--- config.mk ---
export PLATFORM = sky130hd
export DESIGN_NAME = alu_arbiter
export DESIGN_NICKNAME = d
export VERILOG_FILES = /design/src/rtl/alu_arbiter.sv
export SDC_FILE = /design/constraint.sdc
export NUM_CORES = 1
export LEC_CHECK = 0
export CORE_ASPECT_RATIO = 0.9
export CORE_UTILIZATION = 38
export CTS_CLUSTER_SIZE = 25
export DETAILED_ROUTE_END_ITERATION = 10
export PLACE_DENSITY_LB_ADDON = 0.2
export SETUP_SLACK_MARGIN = 0.15
export SLEW_MARGIN = 20
export SYNTH_ARGS = -nofsm -noshare
export SYNTH_HDL_FRONTEND = slang
export SYNTH_SLANG_ARGS = --single-unit
--- constraint.sdc ---
create_clock -name clk -period 3.4 [get_ports clk]
set_clock_uncertainty 0.2 [all_clocks]
set_input_delay 0.68 -clock clk [delete_from_list [all_inputs] [get_ports clk]]
set_output_delay 0.68 -clock clk [all_outputs]
set_load 0.005 [all_outputs]
--- src/rtl/alu_arbiter.sv ---
// rtl/alu_arbiter.sv - round-robin arbiter/sequencer sharing one alu among four requesters
//
// Purpose: picks one of four requesters round-robin, latches its operands,
// runs the alu chip-select handshake, and returns result/carry/error with a
// one-hot done pulse to the granted requester.
//
// Optional feature: define ALU_ARB_TIMEOUT_EN to compile in a watchdog that
// aborts the alu wait states after TIMEOUT cycles (err=1, res=0).
//
// Ports:
//   clk, rst              clock (rising edge), async active-high reset
//   req[3:0]              per-requester level request, held until gnt
//   req_a/req_b[63:0]     packed 16-bit operands, requester i at [16i+15:16i]
//   req_op[11:0]          packed 3-bit opcodes, requester i at [3i+2:3i]
//   gnt[3:0]              one-hot pulse: request accepted, operands latched
//   done[3:0]             one-hot pulse: res/res_cout/err valid
//   res, res_cout, err    registered result, carry and error flag
//   busy                  high whenever not idle
//   alu_a, alu_b, alu_op  operands/opcode to the shared alu
//   alu_cs                alu chip select, one cycle per operation
//   alu_out, alu_cout     alu result and carry
//   alu_rdy               alu ready: low while busy, high when idle/finished

module alu_arbiter #(
    parameter int TIMEOUT = 64
) (
    input  logic        clk,
    input  logic        rst,
    input  logic [3:0]  req,
    input  logic [63:0] req_a,
    input  logic [63:0] req_b,
    input  logic [11:0] req_op,
    output logic [3:0]  gnt,
    output logic [3:0]  done,
    output logic [15:0] res,
    output logic        res_cout,
    output logic        err,
    output logic        busy,
    output logic [15:0] alu_a,
    output logic [15:0] alu_b,
    output logic [2:0]  alu_op,
    output logic        alu_cs,
    input  logic [15:0] alu_out,
    input  logic        alu_cout,
    input  logic        alu_rdy
);

    typedef enum logic [2:0] {
        IDLE      = 3'd0,
        ISSUE     = 3'd1,
        WAIT_BUSY = 3'd2,
        WAIT_DONE = 3'd3,
        RESP      = 3'd4
    } state_t;

    localparam logic [2:0] OP_ILLEGAL = 3'd3;

    state_t      state;
    state_t      state_nx;

    logic [1:0]  ptr;
    logic [1:0]  win;
    logic [1:0]  owner;
    logic        any_req;

    logic [15:0] a_slice  [4];
    logic [15:0] b_slice  [4];
    logic [2:0]  op_slice [4];

    logic [15:0] op_a;
    logic [15:0] op_b;
    logic [2:0]  op_code;

    logic        accept;
    logic        capture;
    logic        abort;

    // Unpack the per-requester fields once so the rest of the logic can
    // index them by the winner number.
    always_comb begin
        for (int i = 0; i < 4; i++) begin
            a_slice[i]  = req_a[16*i +: 16];
            b_slice[i]  = req_b[16*i +: 16];
            op_slice[i] = req_op[3*i +: 3];
        end
    end

    assign any_req = |req;

    // Round-robin pick: first requester found scanning upward from ptr,
    // wrapping modulo 4.
    always_comb begin : rr_pick
        logic [1:0] idx;
        logic       found;
        win   = ptr;
        idx   = ptr;
        found = 1'b0;
        for (int k = 0; k < 4; k++) begin
            idx = ptr + 2'(k);
            if (!found && req[idx]) begin
                win   = idx;
                found = 1'b1;
            end
        end
    end

`ifdef ALU_ARB_TIMEOUT_EN
    localparam int CW = $clog2(TIMEOUT + 1);

    logic [CW-1:0] wd_cnt;

    // Zero during ISSUE so the first wait cycle sees 0; counts every wait
    // cycle after that.
    always_ff @(posedge clk or posedge rst) begin
        if (rst) begin
            wd_cnt <= '0;
        end else if (state == ISSUE) begin
            wd_cnt <= '0;
        end else if (state == WAIT_BUSY || state == WAIT_DONE) begin
            wd_cnt <= wd_cnt + CW'(1);
        end
    end
`else
    logic timeout_unused;
    assign timeout_unused = (TIMEOUT != 0);
`endif

    always_ff @(posedge clk or posedge rst) begin
        if (rst) begin
            state <= IDLE;
        end else begin
            state <= state_nx;
        end
    end

    always_comb begin
        state_nx = state;
        accept   = 1'b0;
        capture  = 1'b0;
        abort    = 1'b0;
        done     = 4'b0000;
        busy     = (state != IDLE);
        alu_cs   = (state == ISSUE);

        case (state)
            IDLE: begin
                if (any_req) begin
                    accept = 1'b1;
                    // Op 3 has no alu path; answering directly avoids a hang.
                    state_nx = (op_slice[win] == OP_ILLEGAL) ? RESP : ISSUE;
                end
            end
            ISSUE: begin
                state_nx = WAIT_BUSY;
            end
            WAIT_BUSY: begin
                if (!alu_rdy) begin
                    state_nx = WAIT_DONE;
                end
            end
            WAIT_DONE: begin
                if (alu_rdy) begin
                    capture  = 1'b1;
                    state_nx = RESP;
                end
            end
            RESP: begin
                done     = 4'b0001 << owner;
                state_nx = IDLE;
            end
            default: begin
                state_nx = IDLE;
            end
        endcase

`ifdef ALU_ARB_TIMEOUT_EN
        // A completion in the same cycle as expiry still wins.
        if ((state == WAIT_BUSY || state == WAIT_DONE) && !capture &&
            wd_cnt == CW'(TIMEOUT - 1)) begin
            abort    = 1'b1;
            state_nx = RESP;
        end
`endif
    end

    always_ff @(posedge clk or posedge rst) begin
        if (rst) begin
            gnt      <= 4'b0000;
            owner    <= 2'd0;
            ptr      <= 2'd0;
            op_a     <= 16'h0000;
            op_b     <= 16'h0000;
            op_code  <= 3'd0;
            res      <= 16'h0000;
            res_cout <= 1'b0;
            err      <= 1'b0;
        end else begin
            gnt <= 4'b0000;
            if (accept) begin
                gnt     <= 4'b0001 << win;
                owner   <= win;
                ptr     <= win + 2'd1;
                op_a    <= a_slice[win];
                op_b    <= b_slice[win];
                op_code <= op_slice[win];
                if (op_slice[win] == OP_ILLEGAL) begin
                    res      <= 16'h0000;
                    res_cout <= 1'b0;
                    err      <= 1'b1;
                end
            end
            if (capture) begin
                res      <= alu_out;
                res_cout <= alu_cout;
                err      <= 1'b0;
            end
            if (abort) begin
                res      <= 16'h0000;
                res_cout <= 1'b0;
                err      <= 1'b1;
            end
        end
    end

    // Operand registers only change on accept, so the alu inputs are stable
    // from ISSUE through WAIT_DONE.
    assign alu_a  = op_a;
    assign alu_b  = op_b;
    assign alu_op = op_code;

endmodule
==> impl_metrics.prom <==
# TYPE chip_impl_metric gauge
chip_impl_metric{name="fin_crit_sh",unit=""} 0.879
chip_impl_metric{name="maximum_frequency_from_static_timing_analysis",unit="MHz"} 334
chip_impl_metric{name="max-vdd-ir-drop",unit="uV"} 337
chip_impl_metric{name="initial_utilization",unit=""} 0.397
chip_impl_info{name="final_cell_mix",value="nand2_1, clkdlybuf4s50_1, a21oi_1"} 1
chip_impl_metric{name="fp-row-count",unit=""} 33
chip_impl_metric{name="register_bit_total_from_synthesis",unit=""} 64
chip_impl_metric{name="synth.net_count",unit=""} 680
chip_impl_metric{name="timing.reg2reg.worst_path_depth",unit=""} 9
chip_impl_info{name="min_path_type",value="register to register"} 1
chip_impl_info{name="path_delay_family",value="buffers and inverters"} 1
chip_impl_metric{name="die-area",unit="sq um"} 10100
chip_impl_metric{name="ys.warnings.count",unit=""} 0
chip_impl_metric{name="place_congestion",unit=""} 0.893
chip_impl_metric{name="count_of_routing_violations_after_the_opening_detailed_route_iteration",unit=""} 128
chip_impl_metric{name="maxCapViolations",unit=""} 0
chip_impl_metric{name="synth_cell_types",unit=""} 30
chip_impl_metric{name="finalHoldViolCount",unit=""} 0
chip_impl_metric{name="timing_worst_slew_pin_value",unit="ns"} 0.628
chip_impl_metric{name="drive_above_1_share",unit=""} 0.0683
chip_impl_metric{name="antenna_found_initial",unit=""} 0
chip_impl_metric{name="post_cts.repair.setup_buffers",unit=""} 0
chip_impl_info{name="final_common_cell",value="nand2_1"} 1
chip_impl_metric{name="num_cts_buffers",unit=""} 9
chip_impl_info{name="clock_tree.root_cell",value="clkbuf_8"} 1
chip_impl_metric{name="xor_and_xnor_fraction_of_the_mapped_netlist_area",unit=""} 0
chip_impl_metric{name="drt-wirelength-per-cell",unit="microns"} 14.5
chip_impl_metric{name="drt-total-wl",unit="microns"} 12300
chip_impl_info{name="synth.largest_area_cell",value="dfrtp_1"} 1
chip_impl_metric{name="grtUsageTotal",unit=""} 0.245
chip_impl_metric{name="holdPathStages",unit=""} 2
chip_impl_metric{name="cp_num_cells",unit=""} 10
chip_impl_info{name="startpoint_type",value="input port"} 1
chip_impl_info{name="yosys-top-cells-area",value="dfrtp_1, nand2_1, a21oi_1"} 1
chip_impl_metric{name="longest_clk_path_bufs",unit=""} 2
chip_impl_metric{name="cpPeakStageDelay",unit="ns"} 0.53
chip_impl_metric{name="h_tree_lvl_count",unit=""} 3
chip_impl_metric{name="postLayoutCellArea",unit="sq um"} 6310
chip_impl_metric{name="area_growth_syn_to_layout",unit="%"} 71.7
chip_impl_metric{name="total_power",unit="mW"} 4.52
chip_impl_metric{name="worst_slew_margin_relative_to_its_limit",unit=""} 0.581
chip_impl_metric{name="place_hpwl",unit="microns"} 9500
chip_impl_metric{name="synthMuxAreaShare",unit=""} 0.0262
chip_impl_metric{name="critPathMaxFanout",unit=""} 19
chip_impl_info{name="critical_path_cell_with_the_highest_stage_delay",value="clkdlybuf4s50_1"} 1
chip_impl_info{name="synth_ff_type",value="dfrtp_1"} 1
chip_impl_metric{name="post-synth-top-area-fraction",unit=""} 0.436
chip_impl_metric{name="worst_setup_hold_path_clk_slew",unit="ns"} 0.08
chip_impl_metric{name="place.port_buffers",unit=""} 226
chip_impl_info{name="worst-setup-path-type",value="input port to register"} 1
chip_impl_metric{name="grt_ovf",unit=""} 0
chip_impl_metric{name="tns_setup",unit="ns"} 0
chip_impl_info{name="tritoncts",value="yes"} 1
chip_impl_metric{name="final_stage_net_count",unit=""} 895
chip_impl_metric{name="cts_resized",unit=""} 0
chip_impl_metric{name="mappedNetlistArea",unit="sq um"} 3670
chip_impl_metric{name="synthesis.area_per_instance",unit="sq um"} 7.17
chip_impl_metric{name="r2r_slack",unit="ns"} 0.88
chip_impl_metric{name="detailedPlace.worstSlack",unit="ns"} 0.0681
chip_impl_metric{name="via_count_of_the_first_global_routing_pass",unit=""} 4062
chip_impl_metric{name="cellLeakagePower",unit="nW"} 2.81
chip_impl_metric{name="filler_cell_count",unit=""} 795
chip_impl_metric{name="place.detailed.instances",unit=""} 838
chip_impl_metric{name="synth_enable_flop_cells",unit=""} 0
chip_impl_metric{name="die_width",unit="microns"} 106
chip_impl_metric{name="detailroute.via_count",unit=""} 4200
chip_impl_metric{name="clkSinkCount",unit=""} 64
chip_impl_metric{name="async_reset_ff_frac",unit=""} 1.00
chip_impl_metric{name="power-per-cell-area",unit="nW/um^2"} 716
chip_impl_metric{name="layoutNonFillerInstCount",unit=""} 854
chip_impl_info{name="worstSetupEndpointType",value="register"} 1
chip_impl_metric{name="cp_num_buf_inv",unit=""} 3
chip_impl_metric{name="drt-vias-per-instance",unit=""} 4.92
chip_impl_metric{name="antenna_violating_nets_post_route",unit=""} 0
chip_impl_metric{name="hold_buffers",unit=""} 0
chip_impl_metric{name="finalSetupViolCount",unit=""} 0
chip_impl_metric{name="clock_latency",unit="ns"} 0.34
chip_impl_metric{name="synth_fa_ha_area_frac",unit=""} 0.0136
chip_impl_metric{name="cp_data_required_time",unit="ns"} 3.49
chip_impl_metric{name="n_antenna_cell",unit=""} 0
chip_impl_metric{name="grt_first_pass_wirelength",unit="microns"} 19200
chip_impl_metric{name="die_y",unit="microns"} 95.3
chip_impl_metric{name="post_dp_cell_area",unit="sq um"} 6090
chip_impl_metric{name="cp.arrival",unit="ns"} 3.08
chip_impl_metric{name="number_of_top_level_pins",unit=""} 227
chip_impl_metric{name="seq_area_frac_synth",unit=""} 0.436
chip_impl_metric{name="fin_crit",unit="ns"} 2.99
chip_impl_info{name="outcome",value="finished, final reports clean"} 1
chip_impl_info{name="combinational_family_with_the_most_area_after_synthesis",value="simple AND/OR/NAND/NOR gates"} 1
chip_impl_metric{name="core_area",unit="sq um"} 9250
chip_impl_metric{name="synthSimpleGateAreaFrac",unit=""} 0.290
chip_impl_metric{name="largest_net_degree_at_the_start_of_global_routing",unit=""} 51
chip_impl_metric{name="setup_slack",unit="ns"} 0.410
chip_impl_info{name="timing.critical_path.cells",value="clkdlybuf4s50_1, nor2_1, a211o_1, o211ai_4, clkinv_2, mux2i_1, mux2_4, nor4_4, buf_12, or2_2"} 1
chip_impl_info{name="rsz0062_at_grt",value="no"} 1
chip_impl_metric{name="synthesis.instances",unit=""} 512
chip_impl_metric{name="compound_gate_portion_of_the_synthesized_area",unit=""} 0.190
chip_impl_metric{name="route.detailed.drc",unit=""} 0
chip_impl_metric{name="slew_viol_final",unit=""} 0
chip_impl_metric{name="detail_route.first_pass.iterations",unit=""} 4
[stage by stage]
step	utilization	hold WS (ns)
after floorplan	-	0.271
after global placement	0.658	0.261
after detailed placement	0.658	0.271
after CTS	0.682	0.288
after global routing	0.682	0.304
final	0.682	0.282
[state kept, by name, summed over array words and instances (netlist names)]
name and cells:
res_cout 1, alu_a 16, ptr 2, gnt 4, res 16, state 3, err 1, alu_op 3
alu_b 16, owner 2
[worst paths after layout]
| kind | from | to |
|---|---|---|
| min in group asynchronous | rst | alu_a[4]$_DFFE_PP0P_ |
| max in group asynchronous | rst | alu_b[12]$_DFFE_PP0P_ |
| worst max register to register | ptr[0]$_DFFE_PP0P_ | state[2]$_DFFE_PP0P_ |
| worst min-delay path | alu_a[14]$_DFFE_PP0P_ | alu_a[14]$_DFFE_PP0P_ |
| worst min register to register | alu_a[14]$_DFFE_PP0P_ | alu_a[14]$_DFFE_PP0P_ |
| worst max-delay path | req[2] | state[2]$_DFFE_PP0P_ |
[cells in the mapped netlist (4+ instances only)]
cell type    n
ha_1         4
mux2i_1      7
nor2b_1      4
o21ai_0     37
nand2_1    238
clkbuf_1    32
nor2_1       8
and2_1       4
a21oi_1     74
a21oi_2     10
nor3_1       4
inv_1        5
dfrtp_1     64
[final cells by class]
type	instances	area, sq um	area share
inverters	6	23.8	0.00377
repair buffers	239	2380	0.378
well taps	122	153	0.0242
clock inverters	7	93.8	0.0149
multi-input cells	407	1930	0.305
flip-flops and latches	64	1600	0.254
clock buffers	9	124	0.0196
[worst register-to-register path, cell delays in order, from the launching register on]
cell and delay (ns):
dfrtp_1 0.42, nor2b_1 0.17, a21oi_1 0.09, o211ai_4 0.32, clkinv_2 0.22, mux2i_1 0.16, mux2_4 0.30, nor4_4 0.26
buf_12 0.21, or2_2 0.12
[power breakdown]
group / total (mW) / internal (mW) / switching (mW)
clock: 0.729 / 0.413 / 0.316
combinational: 2.49 / 1.23 / 1.26
sequential: 1.30 / 1.10 / 0.202
[routing by layer]
metal,wire length [microns],global-route usage,vias to the layer above
li1,-,-,2095
met1,5110,0.287,1922
met2,6100,0.444,168
met3,947,0.0697,15
met4,180,0.0625,0
met5,0,0,-
[logic make-up (layout without fill, tap and decap cells)]
group | Yosys count | in the layout
DFF | 64 | 64
muxes | 9 | 9
and+or+nand+nor | 267 | 267
buffers and inverters | 41 | 261
AOI/OAI and AO/OA | 127 | 127
adders and majority gates | 4 | 4
Note: power is estimated with default switching activity, not from simulation.
